<file path="src/rtl/idm_access_ctrl_pkg.sv">
// Shared definitions for the IDM access controller: widths, memory depth,
// the END instruction encoding and the controller state encoding.
package idm_pkg;

  localparam int IDM_AW    = 16;
  localparam int IDM_DW    = 16;
  localparam int IDM_DEPTH = 64;

  localparam logic [IDM_DW-1:0] END_WORD = 16'hFFFF;

  typedef enum logic [2:0] {
    S_IDLE  = 3'd0,
    S_FETCH = 3'd1,
    S_LOAD  = 3'd2,
    S_STORE = 3'd3,
    S_DONE  = 3'd4
  } idm_state_e;

  // True when the address maps onto an implemented memory word.
  function automatic logic addr_in_range(input logic [IDM_AW-1:0] a);
    return a < IDM_AW'(IDM_DEPTH);
  endfunction

endpackage

</file>
<file path="src/rtl/idm_access_ctrl_if.sv">
// Bus bundle between the datapath/memory side (master) and the IDM access
// controller (slave). addr_err exists only when IDM_ACCESS_BOUNDS_CHK_EN is defined.
interface idm_access_ctrl_if;
  import idm_pkg::*;

  // requester side
  logic              if_req;
  logic [IDM_AW-1:0] if_addr;
  logic              d_req;
  logic              d_we;
  logic [IDM_AW-1:0] d_addr;
  logic [IDM_DW-1:0] d_wdata;
  logic [IDM_DW-1:0] ir;
  logic [IDM_DW-1:0] mdr;
  logic              if_done;
  logic              d_done;
  logic              busy;
  logic              halted;
  // memory port
  logic [IDM_AW-1:0] mem_a;
  logic [IDM_DW-1:0] mem_wd;
  logic              mem_we;
  logic [IDM_DW-1:0] mem_rd;
`ifdef IDM_ACCESS_BOUNDS_CHK_EN
  logic              addr_err;
`endif

  modport slave (
    input  if_req, if_addr, d_req, d_we, d_addr, d_wdata, mem_rd,
    output ir, mdr, if_done, d_done, busy, halted, mem_a, mem_wd, mem_we
`ifdef IDM_ACCESS_BOUNDS_CHK_EN
    , output addr_err
`endif
  );

  modport master (
    output if_req, if_addr, d_req, d_we, d_addr, d_wdata, mem_rd,
    input  ir, mdr, if_done, d_done, busy, halted, mem_a, mem_wd, mem_we
`ifdef IDM_ACCESS_BOUNDS_CHK_EN
    , input addr_err
`endif
  );

endinterface

</file>
<file path="src/rtl/idm_access_ctrl.sv">
// Multi-cycle initiator for the unified 64x16 instruction/data memory.
// Serialises fetch and load/store requests onto one memory port, one access
// per three cycles, with data requests taking priority over fetches.
// Optional: define IDM_ACCESS_BOUNDS_CHK_EN to add out-of-range detection
// (addr_err), write suppression and zeroed read results for bad addresses.
module idm_access_ctrl
  import idm_pkg::*;
(
  input  logic               clk,
  input  logic               rst_n,
  idm_access_ctrl_if.slave   bus
);

  idm_state_e        state_q;
  logic [IDM_DW-1:0] ir_q;
  logic [IDM_DW-1:0] mdr_q;
  logic [IDM_AW-1:0] mem_a_q;
  logic [IDM_DW-1:0] mem_wd_q;
  logic              mem_we_q;
  logic              if_done_q;
  logic              d_done_q;
  logic              busy_q;
  logic              halted_q;
  logic              err_q;      // accepted address was out of range

  // Address that will be accepted this cycle if a request is taken in IDLE.
  logic [IDM_AW-1:0] sel_addr_d;
  logic              sel_err_d;

  assign sel_addr_d = bus.d_req ? bus.d_addr : bus.if_addr;

`ifdef IDM_ACCESS_BOUNDS_CHK_EN
  assign sel_err_d = !addr_in_range(sel_addr_d);
`else
  assign sel_err_d = 1'b0;
`endif

  // Access sequencer: accept in IDLE, one access cycle, one done cycle.
  always_ff @(posedge clk or negedge rst_n) begin
    if (!rst_n) begin
      state_q   <= S_IDLE;
      ir_q      <= '0;
      mdr_q     <= '0;
      mem_a_q   <= '0;
      mem_wd_q  <= '0;
      mem_we_q  <= 1'b0;
      if_done_q <= 1'b0;
      d_done_q  <= 1'b0;
      busy_q    <= 1'b0;
      halted_q  <= 1'b0;
      err_q     <= 1'b0;
    end else begin
      if_done_q <= 1'b0;
      d_done_q  <= 1'b0;
      case (state_q)
        S_IDLE: begin
          if (bus.d_req) begin
            state_q  <= bus.d_we ? S_STORE : S_LOAD;
            mem_a_q  <= sel_addr_d;
            mem_wd_q <= bus.d_wdata;
            mem_we_q <= bus.d_we & ~sel_err_d;
            err_q    <= sel_err_d;
            busy_q   <= 1'b1;
          end else if (bus.if_req && !halted_q) begin
            state_q <= S_FETCH;
            mem_a_q <= sel_addr_d;
            err_q   <= sel_err_d;
            busy_q  <= 1'b1;
          end
        end
        S_FETCH: begin
          ir_q <= err_q ? '0 : bus.mem_rd;
          if (!err_q && bus.mem_rd == END_WORD) halted_q <= 1'b1;
          if_done_q <= 1'b1;
          state_q   <= S_DONE;
        end
        S_LOAD: begin
          mdr_q    <= err_q ? '0 : bus.mem_rd;
          d_done_q <= 1'b1;
          state_q  <= S_DONE;
        end
        S_STORE: begin
          mem_we_q <= 1'b0;
          d_done_q <= 1'b1;
          state_q  <= S_DONE;
        end
        S_DONE: begin
          busy_q  <= 1'b0;
          state_q <= S_IDLE;
        end
        default: begin
          mem_we_q <= 1'b0;
          busy_q   <= 1'b0;
          state_q  <= S_IDLE;
        end
      endcase
    end
  end

  assign bus.ir      = ir_q;
  assign bus.mdr     = mdr_q;
  assign bus.mem_a   = mem_a_q;
  assign bus.mem_wd  = mem_wd_q;
  assign bus.mem_we  = mem_we_q;
  assign bus.if_done = if_done_q;
  assign bus.d_done  = d_done_q;
  assign bus.busy    = busy_q;
  assign bus.halted  = halted_q;

`ifdef IDM_ACCESS_BOUNDS_CHK_EN
  // Error flag is shown only during the done pulse of the offending access.
  assign bus.addr_err = err_q & (if_done_q | d_done_q);
`endif

endmodule

</file>
<file path="src/flat_wrapper.sv">
// flat-port wrapper written by rule: the top's interface ports become plain ports
module idm_access_ctrl_flat import idm_pkg::*;
  (clk, rst_n, bus_if_req, bus_if_addr, bus_d_req, bus_d_we, bus_d_addr, bus_d_wdata, bus_mem_rd, bus_ir, bus_mdr, bus_if_done, bus_d_done, bus_busy, bus_halted, bus_mem_a, bus_mem_wd, bus_mem_we);
  idm_access_ctrl_if bus_i ();
  input  logic clk;
  input  logic rst_n;
  input wire logic [$bits(bus_i.if_req)-1:0] bus_if_req;
  input wire logic [$bits(bus_i.if_addr)-1:0] bus_if_addr;
  input wire logic [$bits(bus_i.d_req)-1:0] bus_d_req;
  input wire logic [$bits(bus_i.d_we)-1:0] bus_d_we;
  input wire logic [$bits(bus_i.d_addr)-1:0] bus_d_addr;
  input wire logic [$bits(bus_i.d_wdata)-1:0] bus_d_wdata;
  input wire logic [$bits(bus_i.mem_rd)-1:0] bus_mem_rd;
  output wire logic [$bits(bus_i.ir)-1:0] bus_ir;
  output wire logic [$bits(bus_i.mdr)-1:0] bus_mdr;
  output wire logic [$bits(bus_i.if_done)-1:0] bus_if_done;
  output wire logic [$bits(bus_i.d_done)-1:0] bus_d_done;
  output wire logic [$bits(bus_i.busy)-1:0] bus_busy;
  output wire logic [$bits(bus_i.halted)-1:0] bus_halted;
  output wire logic [$bits(bus_i.mem_a)-1:0] bus_mem_a;
  output wire logic [$bits(bus_i.mem_wd)-1:0] bus_mem_wd;
  output wire logic [$bits(bus_i.mem_we)-1:0] bus_mem_we;
  assign bus_i.if_req = bus_if_req;
  assign bus_i.if_addr = bus_if_addr;
  assign bus_i.d_req = bus_d_req;
  assign bus_i.d_we = bus_d_we;
  assign bus_i.d_addr = bus_d_addr;
  assign bus_i.d_wdata = bus_d_wdata;
  assign bus_i.mem_rd = bus_mem_rd;
  assign bus_ir = bus_i.ir;
  assign bus_mdr = bus_i.mdr;
  assign bus_if_done = bus_i.if_done;
  assign bus_d_done = bus_i.d_done;
  assign bus_busy = bus_i.busy;
  assign bus_halted = bus_i.halted;
  assign bus_mem_a = bus_i.mem_a;
  assign bus_mem_wd = bus_i.mem_wd;
  assign bus_mem_we = bus_i.mem_we;
  idm_access_ctrl u_core (.clk(clk), .rst_n(rst_n), .bus(bus_i));
endmodule
</file>
<file path="config.mk">
export PLATFORM = sky130hd
export DESIGN_NAME = idm_access_ctrl_flat
export DESIGN_NICKNAME = d
export VERILOG_FILES = /design/src/rtl/idm_access_ctrl_pkg.sv /design/src/rtl/idm_access_ctrl_if.sv /design/src/rtl/idm_access_ctrl.sv /design/src/flat_wrapper.sv
export SDC_FILE = /design/constraint.sdc
export NUM_CORES = 1
export LEC_CHECK = 0
export ABC_AREA = 0
export CORE_ASPECT_RATIO = 1.4
export CORE_UTILIZATION = 38
export CTS_CLUSTER_DIAMETER = 50
export DETAILED_ROUTE_END_ITERATION = 6
export GPL_TIMING_DRIVEN = 0
export PLACE_DENSITY = 0.74
export SLEW_MARGIN = 25
export SYNTH_ARGS = -nofsm -noshare
export SYNTH_HDL_FRONTEND = slang
export SYNTH_SLANG_ARGS = --single-unit
</file>
<file path="constraint.sdc">
create_clock -name clk -period 1.6 [get_ports clk]
set_input_delay 0.32 -clock clk [delete_from_list [all_inputs] [get_ports clk]]
set_output_delay 0.32 -clock clk [all_outputs]
set_load 0.03 [all_outputs]
</file>
==> flow_metrics.env <==
export IMPL_grt_max_degree=47
export IMPL_rsz0062_at_grt="false"
export IMPL_startpoint="bus_d_req"
export IMPL_drt_iter0_markers=63
export IMPL_grt_pass1_wl_um=10830
export IMPL_max_slew_margin_pct=74.76
export IMPL_drc_errors=0
export IMPL_detail_route_antenna_nets=0
export IMPL_synth_cells=190
export IMPL_antenna_found_initial=0
export IMPL_syn_to_final_growth_pct=55.89
export IMPL_syn_area_um2=3112
export IMPL_vdd_ir_drop_max_mv=1.028
export IMPL_gp_congestion=0.7201
export IMPL_holdWs_ns=0.4525
export IMPL_htree_num_levels=3
export IMPL_start_kind="input pin"
export IMPL_cts_root_buf="clkbuf_8"
export IMPL_power_density_nw_per_um2=2134
export IMPL_clkPwrFrac_pct=16.1
export IMPL_cts_tree="done"
export IMPL_cpPeakStageDelay_ns=0.51
export IMPL_fp_coreArea_um2=7845
export IMPL_worst_pin_slew_ns=0.3786
export IMPL_final_hold_viol_count=0
export IMPL_finalNetCount=412
export IMPL_end_kind="register"
export IMPL_seq_power_share_pct=31.0
export IMPL_cts_buffer_depth=2
export IMPL_crit_family="buffers and inverters"
export IMPL_synth_distinct_cells=26
export IMPL_clk_latency_ns=0.34
export IMPL_grt_pass1_vias=2261
export IMPL_yosys_warnings=0
export IMPL_fillers=649
export IMPL_synth_seq_cells=72
export IMPL_syn_avg_cell_area_um2=16.38
export IMPL_p_int_mw=6.313
export IMPL_skew_ns=0.01185
export IMPL_drv_slew=0
export IMPL_overflow=0
export IMPL_wl_met1_um=2722
export IMPL_met2_length_um=3404
export IMPL_synth_nets=259
export IMPL_worstHoldPathType="in -> async"
export IMPL_cts_sinks=72
export IMPL_wl_met3_um=441
export IMPL_chipHeight_um=109.1
export IMPL_die_area_um2=8560
export IMPL_path_common_cell="buf_6"
export IMPL_wl_um=6700
export IMPL_placed_cells=428
export IMPL_status="finished clean"
export IMPL_start_util_pct=39.67
export IMPL_dpl_hpwl_um=5002
export IMPL_layout_cells_non_filler=447
export IMPL_swShare_pct=39.00
export IMPL_p_total_mw=10.35
export IMPL_die_x_um=78.48
export IMPL_critical_path_required_ns=1.81
export IMPL_viasPerCell=4.734
export IMPL_cpMaxStageDelayCell="clkdlybuf4s50_1"
export IMPL_worst_ep_arrival_time_ns=1.76
export IMPL_rows=38
export IMPL_drtPass1Iterations=4
export IMPL_crit_buf_inv=3
export IMPL_gr_usage_all_layers_pct=16.74
export IMPL_diodes=0
export IMPL_top_layer="met4"
export IMPL_max_freq_ghz=0.6476
export IMPL_r2r_start="u_core.state_q[0]$_DFFE_PN0P_"
export IMPL_cp_cell_sequence="clkdlybuf4s50_1 -> buf_6 -> buf_6 -> mux2_2 -> mux2_4"
export IMPL_crit_fanout=10
export IMPL_crit_type="in -> reg"
export IMPL_port_buffers=137
export IMPL_fin_crit_sh_pct=96.51
export IMPL_p_comb_share_pct=52.8
export IMPL_drv_cap=0
export IMPL_drive_gt1_share_pct=33.72
export IMPL_ys_seq_area_share_pct=57.90
export IMPL_io_pins=138
export IMPL_setup_viol_count_final=0
export IMPL_fin_crit_ns=1.544
export IMPL_numCtsBuffers=9
export IMPL_wl_per_cell_um=14.99
export IMPL_p_switching_mw=4.037
export IMPL_vias=2116
export IMPL_path_clk_slew_ns=0.08
export IMPL_leakagePower_nw=2.216
-- final timing paths --
| check | to | slack (ns) | cells after the start |
|---|---|---|---|
| worst max-delay path | u_core.bus.mem_a[1]$_DFFE_PN0P_ | 0.06 | 5 |
| worst min-delay path | u_core.bus.if_done$_DFF_PN0_ | 0.45 | 2 |
| worst max register to register | u_core.bus.mdr[7]$_DFFE_PN0N_ | 0.06 | 5 |
| worst min register to register | u_core.bus.busy$_DFFE_PN0P_ | 0.47 | 1 |
| max in group asynchronous | u_core.bus.mem_wd[9]$_DFFE_PN0P_ | 0.59 | 3 |
| min in group clk | u_core.bus.busy$_DFFE_PN0P_ | 0.47 | 1 |
-- power by group through the flow --
stage | registers, mW | clock network, mW | logic (mW)
4_1_cts | 3.22 | 1.71 | 5.45
2_1_floorplan | 4.98 | 0 | 1.97
5_1_grt | 3.35 | 1.79 | 5.74
6_report | 3.21 | 1.67 | 5.47
3_5_place_dp | 3.27 | 0 | 6.01
3_3_place_gp | 3.24 | 0 | 5.96
-- synthesized netlist by cell type --
cell | number | area share (%)
a211o_1 | 1 | 0.28
a21boi_1 | 1 | 0.24
a21o_1 | 1 | 0.24
a31o_2 | 1 | 0.28
a31oi_1 | 1 | 0.20
and2_1 | 2 | 0.40
and2b_1 | 1 | 0.24
buf_12 | 1 | 0.64
buf_2 | 2 | 0.32
buf_4 | 1 | 0.24
buf_6 | 5 | 1.8
buf_8 | 1 | 0.48
dfrtp_1 | 72 | 58
inv_1 | 2 | 0.24
mux2_2 | 45 | 16
mux2_4 | 35 | 17
nand2_1 | 2 | 0.24
nand2b_1 | 1 | 0.20
nand3b_1 | 1 | 0.24
nand4_1 | 4 | 0.80
nor2_1 | 5 | 0.60
nor2b_1 | 1 | 0.20
nor2b_2 | 1 | 0.28
nor3_1 | 1 | 0.16
nor4bb_1 | 1 | 0.32
o21a_1 | 1 | 0.24
-- placed cells by master, fill, tap and decap left out, types with 3 or more instances in the layout --
master	count
clkbuf_8	9
buf_6	8
dlygate4sd2_1	69
buf_4	4
nand4_1	4
dfrtp_2	3
bufinv_16	3
mux2_2	45
mux2_4	35
clkdlybuf4s50_1	67
dfrtp_1	69
nor2_1	5
-- kinds of logic after synthesis --
family / after synthesis / share of synthesized area, %
multiplexers: 80 / 33.17
AO/OA/AOI/OAI: 6 / 1.488
AND/OR/NAND/NOR: 20 / 3.700
flip-flops: 72 / 57.90
buffers and inverters: 12 / 3.739
-- registers in the layout, indices dropped and copies added (netlist names) --
register	flops
u_core.bus.ir	16
u_core.bus.halted	1
u_core.bus.mem_we	1
u_core.bus.mem_a	16
u_core.bus.busy	1
u_core.bus.d_done	1
u_core.bus.if_done	1
u_core.state_q	3
u_core.bus.mdr	16
u_core.bus.mem_wd	16
-- layer usage --
| layer | GRT usage, % | vias to the layer above |
|---|---|---|
| met5 | 0 | - |
| met4 | 8.201 | 0 |
| met3 | 4.268 | 11 |
| met2 | 28.51 | 92 |
| met1 | 19.56 | 1030 |
| li1 | - | 983 |
-- worst reg2reg max path, cell delays in order (launching register included) --
cell	delay, ns
dfrtp_2	0.44
buf_4	0.15
and2b_1	0.19
buf_6	0.13
buf_6	0.19
mux2_4	0.32
-- area by class of cell --
type | count | area, um^2 | share of cell area [%]
timing repair buffer | 142 | 1343 | 27.68
clock buffer | 9 | 123.9 | 2.554
multi-input combinational | 106 | 1207 | 24.89
tap | 100 | 125.1 | 2.579
inverter | 2 | 7.507 | 0.1548
clock inverter | 6 | 108.9 | 2.244
sequential | 72 | 1805 | 37.22
buffer | 10 | 130.1 | 2.682
-- through the flow --
step | setup TNS (ns) | worst slack (ns) | cell area [um^2] | util (%)
global route | 0 | 0.006427 | 4851 | 61.83
CTS | 0 | 0.01143 | 4810 | 61.31
detailed placement | -6.711 | -0.5191 | 4633 | 59.06
finish | 0 | 0.05585 | 4851 | 61.83
floorplan | 0 | 0.1126 | 3112 | -
global placement | -174.12 | -2.334 | 4608 | 58.74
-- timing repair --
| action | in CTS | in global routing |
|---|---|---|
| pin swaps | 0 | 1 |
| hold endpoints to repair | 26 | 0 |
| resized for setup | 75 | 6 |
| endpoints found under the setup margin | 86 | 22 |
| hold buffers | 1 | 0 |
| setup buffers | 0 | 3 |
| gates cloned | 0 | 0 |
(Power assumes the default switching activity.)
